## src/rtl/tdc_pkg.sv

```systemverilog
// Shared definitions for the TDC hit readout path.
//   - Encoder field widths (TOA, TOT, Cal).
//   - Bit positions inside the packed readout word
//     {BCID, CalErr, TOTErr, TOAErr, TOT, TOA, Cal}.
//   - pack_hit(): assembles the low 32 bits of that word.
package tdc_pkg;

  localparam int TOA_W      = 10;
  localparam int TOT_W      = 9;
  localparam int CAL_W      = 10;

  localparam int CAL_LSB    = 0;
  localparam int TOA_LSB    = CAL_LSB + CAL_W;   // 10
  localparam int TOT_LSB    = TOA_LSB + TOA_W;   // 20
  localparam int TOAERR_BIT = TOT_LSB + TOT_W;   // 29
  localparam int TOTERR_BIT = TOAERR_BIT + 1;    // 30
  localparam int CALERR_BIT = TOTERR_BIT + 1;    // 31
  localparam int BCID_LSB   = CALERR_BIT + 1;    // 32
  localparam int HIT_W      = BCID_LSB;          // word width without the BCID

  function automatic logic [HIT_W-1:0] pack_hit(
    input logic [TOA_W-1:0] toa,
    input logic [TOT_W-1:0] tot,
    input logic [CAL_W-1:0] cal,
    input logic             toa_err,
    input logic             tot_err,
    input logic             cal_err
  );
    return {cal_err, tot_err, toa_err, tot, toa, cal};
  endfunction

endpackage

```

## src/rtl/tdc_hit_readout_if.sv

```systemverilog
// Valid/ready readout stream carrying packed hit words downstream.
//   hitData  : packed hit word (WIDTH bits), driven by master
//   hitValid : hitData holds a word, driven by master
//   hitReady : downstream accepts the word this cycle, driven by slave
interface tdc_hit_readout_if #(
  parameter int WIDTH = 44
);
  logic [WIDTH-1:0] hitData;
  logic             hitValid;
  logic             hitReady;

  modport master (output hitData, output hitValid, input  hitReady);
  modport slave  (input  hitData, input  hitValid, output hitReady);
endinterface

```

## src/rtl/tdc_sync_fifo.sv

```systemverilog
// Show-ahead synchronous FIFO.
//   clk, rst_n : clock, asynchronous active-low reset (flushes pointers/count)
//   i_push     : write i_data; taken when not full, or when full with a pop
//   i_data     : write data
//   i_pop      : consume head; ignored when empty
//   o_data     : head word, 0 while empty (registered state only)
//   o_full     : occupancy == DEPTH
//   o_empty    : occupancy == 0
//   o_count    : occupancy 0..DEPTH
module tdc_sync_fifo #(
  parameter int DEPTH = 8,
  parameter int WIDTH = 44,
  localparam int AW   = $clog2(DEPTH),
  localparam int CW   = AW + 1
) (
  input  logic             clk,
  input  logic             rst_n,
  input  logic             i_push,
  input  logic [WIDTH-1:0] i_data,
  input  logic             i_pop,
  output logic [WIDTH-1:0] o_data,
  output logic             o_full,
  output logic             o_empty,
  output logic [CW-1:0]    o_count
);

  logic [WIDTH-1:0] r_mem [DEPTH];
  logic [AW-1:0]    r_wr_ptr;
  logic [AW-1:0]    r_rd_ptr;
  logic [CW-1:0]    r_count;
  logic             w_pop;
  logic             w_push;

  assign o_full  = (r_count == CW'(DEPTH));
  assign o_empty = (r_count == '0);
  assign o_count = r_count;

  assign w_pop  = i_pop & ~o_empty;
  // When full, a same-cycle pop frees the head slot, which is exactly the
  // slot the write pointer addresses, so the write can proceed.
  assign w_push = i_push & (~o_full | w_pop);

  // Gate the head so the stale array content never leaks out when empty.
  assign o_data = o_empty ? '0 : r_mem[r_rd_ptr];

  always_ff @(posedge clk) begin
    if (w_push) r_mem[r_wr_ptr] <= i_data;
  end

  always_ff @(posedge clk or negedge rst_n) begin
    if (!rst_n) begin
      r_wr_ptr <= '0;
      r_rd_ptr <= '0;
      r_count  <= '0;
    end else begin
      if (w_push) r_wr_ptr <= r_wr_ptr + 1'b1;
      if (w_pop)  r_rd_ptr <= r_rd_ptr + 1'b1;
      case ({w_push, w_pop})
        2'b10:   r_count <= r_count + 1'b1;
        2'b01:   r_count <= r_count - 1'b1;
        default: r_count <= r_count;
      endcase
    end
  end

endmodule

```

## src/rtl/tdc_hit_readout.sv

```systemverilog
// Readout-side capture of TDC encoder hits.
// Captures one word per rising edge of hitFlag, tags it with the current
// bunch-crossing ID, optionally discards words carrying error flags, and
// queues them in a show-ahead FIFO that drains over a valid/ready stream.
//   clk40, resetn            : 40 MHz clock, asynchronous active-low reset
//   hitFlag                  : encoder hit level
//   TOA/TOT/Cal_codeReg      : encoded fields
//   TOA/TOT/CalerrorFlagReg  : encoder error flags
//   bcReset                  : synchronous BCID clear
//   dropErrors               : discard words with any error flag
//   rd (master)              : hitData / hitValid / hitReady stream
//   fifoCount                : FIFO occupancy
//   overflowCnt, clrOverflow : saturating dropped-word counter and its clear
module tdc_hit_readout
  import tdc_pkg::*;
#(
  parameter int DEPTH  = 8,
  parameter int BCID_W = 12,
  localparam int WORD_W = BCID_W + HIT_W,
  localparam int CNT_W  = $clog2(DEPTH) + 1
) (
  input  logic               clk40,
  input  logic               resetn,
  input  logic               hitFlag,
  input  logic [TOA_W-1:0]   TOA_codeReg,
  input  logic [TOT_W-1:0]   TOT_codeReg,
  input  logic [CAL_W-1:0]   Cal_codeReg,
  input  logic               TOAerrorFlagReg,
  input  logic               TOTerrorFlagReg,
  input  logic               CalerrorFlagReg,
  input  logic               bcReset,
  input  logic               dropErrors,
  input  logic               clrOverflow,
  output logic [CNT_W-1:0]   fifoCount,
  output logic [7:0]         overflowCnt,
  tdc_hit_readout_if.master  rd
);

  logic [BCID_W-1:0] r_bcid;
  logic              r_hitPrev;
  logic [7:0]        r_ovf;

  logic              w_capture;
  logic              w_anyErr;
  logic              w_keep;
  logic              w_pop;
  logic              w_full;
  logic              w_empty;
  logic              w_drop;
  logic [WORD_W-1:0] w_word;
  logic [WORD_W-1:0] w_head;

  assign w_capture = hitFlag & ~r_hitPrev;
  assign w_anyErr  = TOAerrorFlagReg | TOTerrorFlagReg | CalerrorFlagReg;
  // Filtered words vanish silently; they are not overflow losses.
  assign w_keep    = w_capture & ~(dropErrors & w_anyErr);
  assign w_pop     = rd.hitValid & rd.hitReady;
  assign w_drop    = w_keep & w_full & ~w_pop;

  // Tag with the BCID held during the capture cycle (pre-increment).
  assign w_word = {r_bcid,
                   pack_hit(TOA_codeReg, TOT_codeReg, Cal_codeReg,
                            TOAerrorFlagReg, TOTerrorFlagReg, CalerrorFlagReg)};

  tdc_sync_fifo #(
    .DEPTH (DEPTH),
    .WIDTH (WORD_W)
  ) u_fifo (
    .clk     (clk40),
    .rst_n   (resetn),
    .i_push  (w_keep),
    .i_data  (w_word),
    .i_pop   (w_pop),
    .o_data  (w_head),
    .o_full  (w_full),
    .o_empty (w_empty),
    .o_count (fifoCount)
  );

  assign rd.hitData  = w_head;
  assign rd.hitValid = ~w_empty;
  assign overflowCnt = r_ovf;

  always_ff @(posedge clk40 or negedge resetn) begin
    if (!resetn) begin
      r_bcid    <= '0;
      r_hitPrev <= 1'b0;
      r_ovf     <= '0;
    end else begin
      r_bcid    <= bcReset ? '0 : r_bcid + 1'b1;
      r_hitPrev <= hitFlag;
      if (clrOverflow)                 r_ovf <= '0;
      else if (w_drop && r_ovf != '1) r_ovf <= r_ovf + 1'b1;
    end
  end

endmodule

```

## src/flat_wrapper.sv

```systemverilog
// flat-port wrapper written by rule: the top's interface ports become plain ports
module tdc_hit_readout_flat import tdc_pkg::*;
#(
  parameter int DEPTH  = 8,
  parameter int BCID_W = 12,
  localparam int WORD_W = BCID_W + HIT_W,
  localparam int CNT_W  = $clog2(DEPTH) + 1
)
  (clk40, resetn, hitFlag, TOA_codeReg, TOT_codeReg, Cal_codeReg, TOAerrorFlagReg, TOTerrorFlagReg, CalerrorFlagReg, bcReset, dropErrors, clrOverflow, fifoCount, overflowCnt, rd_hitData, rd_hitValid, rd_hitReady);
  tdc_hit_readout_if #(.WIDTH(44)) rd_i ();
  input  logic clk40;
  input  logic resetn;
  input  logic hitFlag;
  input  logic [TOA_W-1:0] TOA_codeReg;
  input  logic [TOT_W-1:0] TOT_codeReg;
  input  logic [CAL_W-1:0] Cal_codeReg;
  input  logic TOAerrorFlagReg;
  input  logic TOTerrorFlagReg;
  input  logic CalerrorFlagReg;
  input  logic bcReset;
  input  logic dropErrors;
  input  logic clrOverflow;
  output logic [CNT_W-1:0] fifoCount;
  output logic [7:0] overflowCnt;
  output wire logic [$bits(rd_i.hitData)-1:0] rd_hitData;
  output wire logic [$bits(rd_i.hitValid)-1:0] rd_hitValid;
  input wire logic [$bits(rd_i.hitReady)-1:0] rd_hitReady;
  assign rd_hitData = rd_i.hitData;
  assign rd_hitValid = rd_i.hitValid;
  assign rd_i.hitReady = rd_hitReady;
  tdc_hit_readout #(.DEPTH(DEPTH), .BCID_W(BCID_W)) u_core (.clk40(clk40), .resetn(resetn), .hitFlag(hitFlag), .TOA_codeReg(TOA_codeReg), .TOT_codeReg(TOT_codeReg), .Cal_codeReg(Cal_codeReg), .TOAerrorFlagReg(TOAerrorFlagReg), .TOTerrorFlagReg(TOTerrorFlagReg), .CalerrorFlagReg(CalerrorFlagReg), .bcReset(bcReset), .dropErrors(dropErrors), .clrOverflow(clrOverflow), .fifoCount(fifoCount), .overflowCnt(overflowCnt), .rd(rd_i));
endmodule
```

## config.mk

```make
export PLATFORM = sky130hd
export DESIGN_NAME = tdc_hit_readout_flat
export DESIGN_NICKNAME = d
export VERILOG_FILES = /design/src/rtl/tdc_pkg.sv /design/src/rtl/tdc_hit_readout_if.sv /design/src/rtl/tdc_sync_fifo.sv /design/src/rtl/tdc_hit_readout.sv /design/src/flat_wrapper.sv
export SDC_FILE = /design/constraint.sdc
export NUM_CORES = 1
export LEC_CHECK = 0
export ABC_AREA = 1
export CAP_MARGIN = 20
export CORE_ASPECT_RATIO = 1.25
export CORE_MARGIN = 4
export CORE_UTILIZATION = 40
export CTS_BUF_LIST = sky130_fd_sc_hd__clkbuf_8
export DETAILED_ROUTE_END_ITERATION = 8
export SLEW_MARGIN = 10
export SYNTH_ARGS = -nofsm -noshare
export SYNTH_HDL_FRONTEND = slang
export SYNTH_HIERARCHICAL = 1
export SYNTH_SLANG_ARGS = --single-unit
export TNS_END_PERCENT = 20
```

## constraint.sdc

```tcl
create_clock -name clk40 -period 6.4 [get_ports clk40]
set_clock_uncertainty 0.05 [all_clocks]
set_input_delay 0.64 -clock clk40 [delete_from_list [all_inputs] [get_ports clk40]]
set_output_delay 0.64 -clock clk40 [all_outputs]
set_load 0.005 [all_outputs]
```

==> metrics.md, run 1 <==
| Metric | Value |
|---|---|
| Maximum VDD drop | `0.3176 mV` |
| Clock tree buffer depth | `3` |
| Drt total wl | `35,340 um` |
| Finished Cell Area | `18,190 um^2` |
| P per Cell Area | `416.7 nW/um^2` |
| Arrival @ worst endpoint | `3.92 ns` |
| Detail Route Antenna Nets | `0` |
| Gp weighted congestion | `0.7340` |
| PostCTS Resize Cnt | `0` |
| Setup crit end kind | `output port` |
| Register area share after synthesis | `72.56%` |
| Routed len/inst | `17.99 um` |
| Synthesized area | `15,640 um^2` |
| Critical-path top delay cell | `dfrtp_4` |
| FF-to-FF End | `u_core/u_fifo/r_mem[6][2]$_DFFE_PP_` |
| HP Class | `input pin to asynchronous set/reset pin` |
| Post-route clock period utilization | `72.07%` |
| Die area | `42,340 um^2` |
| Initial antenna violation count | `2` |
| Largest net degree at the start of global routing | `106` |
| Status | `finished clean` |
| Peak Freq | `216.8 MHz` |
| Reg clk slew, reported paths | `0.06 ns` |
| Hold buffer count at CTS | `0` |
| Gr usage total | `16.46%` |
| Worst EP required | `5.71 ns` |
| WP buf/inv | `2` |
| Mapped Cells | `1,319` |
| Layout cells sized above 1 | `8.498%` |
| Via count | `10,090` |
| Crit path launch type | `register` |
| R2R cell count | `8` |
| Leakage power total | `6.329 nW` |
| Worst setup startpoint | `u_core/u_fifo/r_rd_ptr[0]$_DFFE_PN0N_` |
| Final min period | `4.612 ns` |
| Adder-cell share of the synthesized area | `0.6081%` |
| DRC viols | `0` |
| Worst-Skew Late Latency | `0.59 ns` |
| Largest family of logic cells by synthesized area | `simple AND/OR/NAND/NOR gates` |
| Die Wd | `184.8 um` |
| CP Max Fanout | `101` |
| # fillers | `3,514` |
| Synth Warn # | `6` |
| Reg2Reg Setup Slack | `2.69 ns` |
| Vias in the first global route | `10,050` |
| Total CTS buffers | `58` |
| Vias per cell | `5.136` |
| DRT Pass-1 Iters | `5` |
| Synth Area in Compound Gates | `10.34%` |
| Maxcap violations | `0` |
| Kind of critical path | `register to output port` |
| Final number of max-transition violations | `0` |
| Slew margin rel. | `28.15%` |
| Final setup viols | `0` |
| CORE AREA | `38,440 um^2` |
| Multi-input logic area | `3802 um^2` |
| Mapped Nets | `1,365` |
| R2R Path Start | `u_core/u_fifo/o_count[0]$_DFFE_PN0P_` |
| Crit path top cell by count | `nor2_1` |
| CTS root buffer | `clkbuf_8` |
| Nets | `1,467` |
| Mux cell area share after synthesis | `0%` |
| Crit path cell chain | `buf_4, o21ai_0, o21ai_1, nor2_1, nor2_1, clkdlybuf4s50_1` |
| Grt ovf | `0` |
| Placed instance area | `17,010 um^2` |
| TNS Setup | `0 ns` |
| XOR/XNOR share of the synthesized area | `0.5041%` |
| Clock net sink count | `383` |
| Setup Buffers After CTS | `0` |
| Worst-margin pin slew | `1.075 ns` |
| Die height | `229.1 um` |
| Reg area | `11,350 um^2` |
| Post-DP HPWL | `18,160 um` |
| Worst stage delay on the critical path | `0.95 ns` |
| Synth Area in Simple Gates | `12.53%` |
| Drt initial violations | `817` |
| Syn Area/Cell | `11.86 um^2` |
| Endpoints failing hold | `0` |
| Top delay family on crit path | `buffers and inverters` |
| P&R area growth vs syn | `16.31%` |
| Starting Density | `40.68%` |
| Ports | `96` |
| CTS tree | `yes` |
| Site Rows | `80` |
| RSZ-0062 raised after global routing | `false` |
| First-pass GRT wire length | `55,370 um` |
| I/O Buffers | `95` |
| Post-synth cell types | `31` |
| H-tree depth | `2` |
| Yosys reg bits | `383` |
cell families (layout without fill, tap and decap cells):
logic type,count (synthesis),in the layout
other,0,1
flip-flops,383,383
adder cells (fa/ha/maj),7,7
XOR/XNOR,9,9
AND/OR/NAND/NOR,486,486
buffers and inverters,111,263
AO/OA/AOI/OAI,323,323
cell usage in the layout (no fill, tap or decap), types with 6 or more instances in the layout:
cell type | netlist | layout
edfxtp_1 | 352 | 352
clkinv_1 | 0 | 19
ha_1 | 6 | 6
clkinv_2 | 0 | 11
o21ai_0 | 197 | 197
clkbuf_8 | 0 | 61
clkdlybuf4s50_1 | 0 | 95
buf_4 | 5 | 19
nand2_1 | 51 | 50
inv_1 | 35 | 49
o21ai_1 | 116 | 116
nor2_4 | 3 | 7
a21oi_1 | 10 | 10
nand3_1 | 29 | 29
xor2_1 | 7 | 7
nor2_1 | 382 | 378
nand2_2 | 5 | 6
dfrtp_1 | 31 | 28
Yosys cell counts, drive strengths merged:
| library cell | number | area share (%) |
|---|---|---|
| xor2 | 7 | 0.39 |
| buf | 39 | 1.7 |
| edfxtp | 352 | 68 |
| nand3 | 30 | 0.99 |
| ha | 6 | 0.48 |
| clkbuf | 34 | 0.82 |
| nand4 | 4 | 0.26 |
| nand2 | 56 | 1.4 |
| nor3 | 7 | 0.30 |
| nor2 | 387 | 9.5 |
| nand3b | 2 | 0.096 |
| o21ai | 313 | 10 |
| fa | 1 | 0.13 |
| a21oi | 10 | 0.32 |
| dfrtp | 31 | 5.0 |
| inv | 38 | 0.91 |
| xnor2 | 2 | 0.11 |
area by class of cell:
| class | instances | share of cell area, % |
|---|---|---|
| Multi-Input combinational cell | 825 | 20.91 |
| Tap cell | 492 | 3.384 |
| Timing Repair Buffer | 115 | 6.164 |
| Inverter | 38 | 0.7980 |
| Clock inverter | 49 | 1.692 |
| Sequential cell | 383 | 62.43 |
| Antenna cell | 1 | 0.01376 |
| Clock buffer | 61 | 4.616 |
state kept, by name (all words and copies together) (netlist names):
register,count
u_core/overflowCnt,8
u_core/r_bcid,12
u_core/r_hitPrev,1
u_core/u_fifo/o_count,4
u_core/u_fifo/r_mem,352
u_core/u_fifo/r_rd_ptr,3
u_core/u_fifo/r_wr_ptr,3
power by group:
part | total [mW] | internal [mW] | switching [mW] | leakage (nW)
Combinational | 2.58 | 1.08 | 1.50 | 2.06
Sequential | 3.04 | 2.85 | 0.186 | 3.62
Clock | 1.96 | 1.05 | 0.913 | 0.647
metrics by stage:
step                power, mW  util (%)  setup slack, ns  instances  hold WS [ns]
floorplan               4.604         -            1.138       1319        0.2944
global placement        5.658     44.26            2.236       1852        0.4491
detailed placement      5.683     44.26            2.290       1852        0.4694
CTS                     7.668     47.24            1.607       1962        0.3666
global route            8.106     47.32            1.482       1964        0.3938
finish                  7.579     47.32            1.788       1964        0.3950
how the worst max path moves through the flow:
stage          cells after the start  slack (ns)                             endpoint
2_1_floorplan                     10        1.14  u_core/u_fifo/r_mem[7][0]$_DFFE_PP_
3_3_place_gp                       7        2.24                       rd_hitData[33]
3_5_place_dp                       7        2.29                       rd_hitData[33]
4_1_cts                            7        1.61                       rd_hitData[33]
5_1_grt                            8        1.48                       rd_hitData[35]
6_report                           6        1.79                       rd_hitData[35]
worst register-to-register path, cell delays in order (launching register included):
cell	delay (ns)
dfrtp_1	0.46
nor2_1	0.10
nand2_2	0.08
buf_4	0.54
nand2_1	0.33
nand2_1	0.20
nand3_1	0.34
nor2_4	0.94
buf_4	0.37
layer usage:
| metal | wire length [um] | GRT usage, % |
|---|---|---|
| met5 | 7 | 0 |
| met4 | 706 | 4.865 |
| met3 | 1978 | 2.952 |
| met2 | 17330 | 27.42 |
| met1 | 15320 | 22.12 |
(Power assumes the default switching activity.)
==> run 2: changes to the inputs <==
clock period = 4.1 ns   (was 6.4 ns; I/O delays follow)
==> run 2 against run 1 <==
Net effect: first-iteration DRC count down 19%; count of clock-buffer cells in the layout grew 4; clock power increased by 56%; critical endpoint is now rd_hitData[2]; hold slack worse by 0.12 ns; sequential share of layout area shrank 0.31 points; highest routed layer unchanged; largest cell class unchanged; via count is 0.84% lower; flip-flop and latch count unchanged; power grew 56%.
==> metrics.md, run 2 (same netlist as run 1, synthesis figures left out) <==
| Metric | Value |
|---|---|
| Status | `finished clean` |
| Psw | `4.037 mW` |
| Combinational power share | `34.9%` |
| Site Rows | `80` |
| DRT Pass-1 Iters | `4` |
| Starting Density | `40.68%` |
| Final min period | `3.653 ns` |
| HP Class | `input pin to register` |
| RSZ-0062 raised after global routing | `false` |
| Worst hold stages | `1` |
| Pint | `7.815 mW` |
| Reg clk slew, reported paths | `0.06 ns` |
| Final number of max-transition violations | `0` |
| Setup Buffers After CTS | `0` |
| Clock net sink count | `383` |
| Post-DP HPWL | `18,730 um` |
| CP Max Fanout | `85` |
| # fillers | `3,464` |
| Placed cell count | `1,855` |
| M1 WL | `14,770 um` |
| Die area | `42,340 um^2` |
| Crit path top cell by count | `nor2_1` |
| Ports | `96` |
| Met2 WL | `17,110 um` |
| Crit path launch type | `register` |
| Die Wd | `184.8 um` |
| Switching Share | `34.06%` |
| Largest net degree at the start of global routing | `178` |
| Worst-margin pin slew | `0.9159 ns` |
| Arrival @ worst endpoint | `3.19 ns` |
| Most common cell after layout, fill and taps aside | `nor2_1` |
| Most frequent cells in the layout | `nor2_1, edfxtp_1, o21ai_0` |
| Worst setup margin | `0.4472 ns` |
| Total CTS buffers | `59` |
| Top layer in use | `met5` |
| I/O Buffers | `95` |
| Hold path start | `hitFlag` |
| Hold buffer count at CTS | `0` |
| Worst stage delay on the critical path | `1.02 ns` |
| Peak Freq | `273.8 MHz` |
| Routed len/inst | `17.41 um` |
| CTS root buffer | `clkbuf_8` |
| Via count | `10,000` |
| Endpoints failing hold | `0` |
| CORE AREA | `38,440 um^2` |
| CTS tree | `yes` |
| Detail Route Antenna Nets | `0` |
| Vias per cell | `5.090` |
| Setup crit end kind | `output port` |
| Largest register by flop count | `u_core/u_fifo/r_mem` |
| Reg2Reg Setup Slack | `1.09 ns` |
| Clock tree buffer depth | `3` |
| Leakage power total | `6.394 nW` |
| Max reg flops | `352` |
| P&R area growth vs syn | `16.90%` |
| Drt initial violations | `659` |
| Drt total wl | `34,210 um` |
| Non-Filler Instances | `1,965` |
| Kind of critical path | `register to output port` |
| Maxcap violations | `0` |
| PostCTS Resize Cnt | `0` |
| Slew margin rel. | `38.75%` |
| Endpoint, Worst Hold | `u_core/r_hitPrev$_DFF_PN0_` |
| FF-to-FF End | `u_core/u_fifo/r_mem[7][7]$_DFFE_PP_` |
| First-pass GRT wire length | `54,090 um` |
| R2R Path Start | `u_core/u_fifo/o_count[0]$_DFFE_PN0P_` |
| Post-route clock period utilization | `89.09%` |
| Post-place setup slack | `0.8745 ns` |
| Initial antenna violation count | `2` |
| Critical-path top delay cell | `dfrtp_4` |
| DRC viols | `0` |
| Grt ovf | `0` |
| P per Cell Area | `648.3 nW/um^2` |
| Gp weighted congestion | `0.7379` |
| Worst-Skew Late Latency | `0.60 ns` |
| R2R cell count | `9` |
| Final setup viols | `0` |
| Vias in the first global route | `10,070` |
| Maximum VDD drop | `0.5188 mV` |
| Met3 routed WL | `1632 um` |
| Gr usage total | `15.99%` |
| Worst EP required | `3.64 ns` |
| Crit path cell chain | `buf_4, o21ai_0, o21ai_1, nor2_1, nor2_1, clkdlybuf4s50_1` |
| Clock power share | `25.8%` |
| Nets | `1,470` |
| Layout cells sized above 1 | `8.696%` |
| Register share of total power | `39.4%` |
| Die height | `229.1 um` |
| H-tree depth | `2` |
-- run 2: stage by stage --
step                      hold WS (ns)  power (mW)  TNS [ns]  util (%)  area, um^2
final                           0.2718       11.85         0     47.56       18280
after global routing            0.2397       12.71         0     47.56       18280
after CTS                       0.2075       12.05         0     47.55       18280
after detailed placement        0.4576       8.941         0     44.54       17120
after global placement          0.4551       8.886         0     44.54       17120
after floorplan                0.06441       7.186   -204.42         -       15640
-- run 2: power groups by stage --
| stage | sequential (mW) | combinational (mW) | clock, mW |
|---|---|---|---|
| floorplan | 4.61 | 2.58 | 0 |
| global placement | 4.73 | 4.15 | 0 |
| detailed placement | 4.74 | 4.20 | 0 |
| CTS | 4.66 | 4.22 | 3.16 |
| global route | 4.69 | 4.67 | 3.35 |
| finish | 4.66 | 4.13 | 3.05 |
-- run 2: worst max-delay path by stage --
stage / start / end / slack (ns)
floorplan: u_core/u_fifo/o_count[0]$_DFFE_PN0P_ / u_core/u_fifo/r_mem[7][0]$_DFFE_PP_ / -1.16
global placement: TOTerrorFlagReg / u_core/u_fifo/r_mem[7][10]$_DFFE_PP_ / 0.98
detailed placement: TOTerrorFlagReg / u_core/u_fifo/r_mem[7][8]$_DFFE_PP_ / 0.87
CTS: u_core/u_fifo/r_rd_ptr[1]$_DFFE_PN0N_ / rd_hitData[2] / 0.34
global route: u_core/u_fifo/r_rd_ptr[1]$_DFFE_PN0N_ / rd_hitData[26] / 0.17
finish: u_core/u_fifo/r_rd_ptr[1]$_DFFE_PN0N_ / rd_hitData[2] / 0.45
-- run 2: area by class of cell --
type / instances / area (um^2) / area share (%)
flip-flops and latches: 383 / 11350 / 62.11
multi-input cells: 825 / 3802 / 20.80
repair buffers: 117 / 1204 / 6.585
clock buffers: 65 / 894.6 / 4.894
well taps: 492 / 615.6 / 3.368
clock inverters: 44 / 261.5 / 1.431
inverters: 38 / 145.1 / 0.7940
diodes: 1 / 2.502 / 0.01369
-- run 2: critical path: cells and delay by family (launching register included) --
kind / cells / cell delay [ns]
flip-flops: 1 / 1.02
buffers and inverters: 2 / 0.96
AO/OA/AOI/OAI: 2 / 0.32
AND/OR/NAND/NOR: 2 / 0.24
-- run 2: per-layer routing --
| layer | global-route usage (%) | up-vias |
|---|---|---|
| met5 | 0 | - |
| met4 | 4.819 | 2 |
| met3 | 3.047 | 54 |
| met2 | 27.29 | 235 |
| met1 | 20.72 | 4850 |
| li1 | - | 4861 |
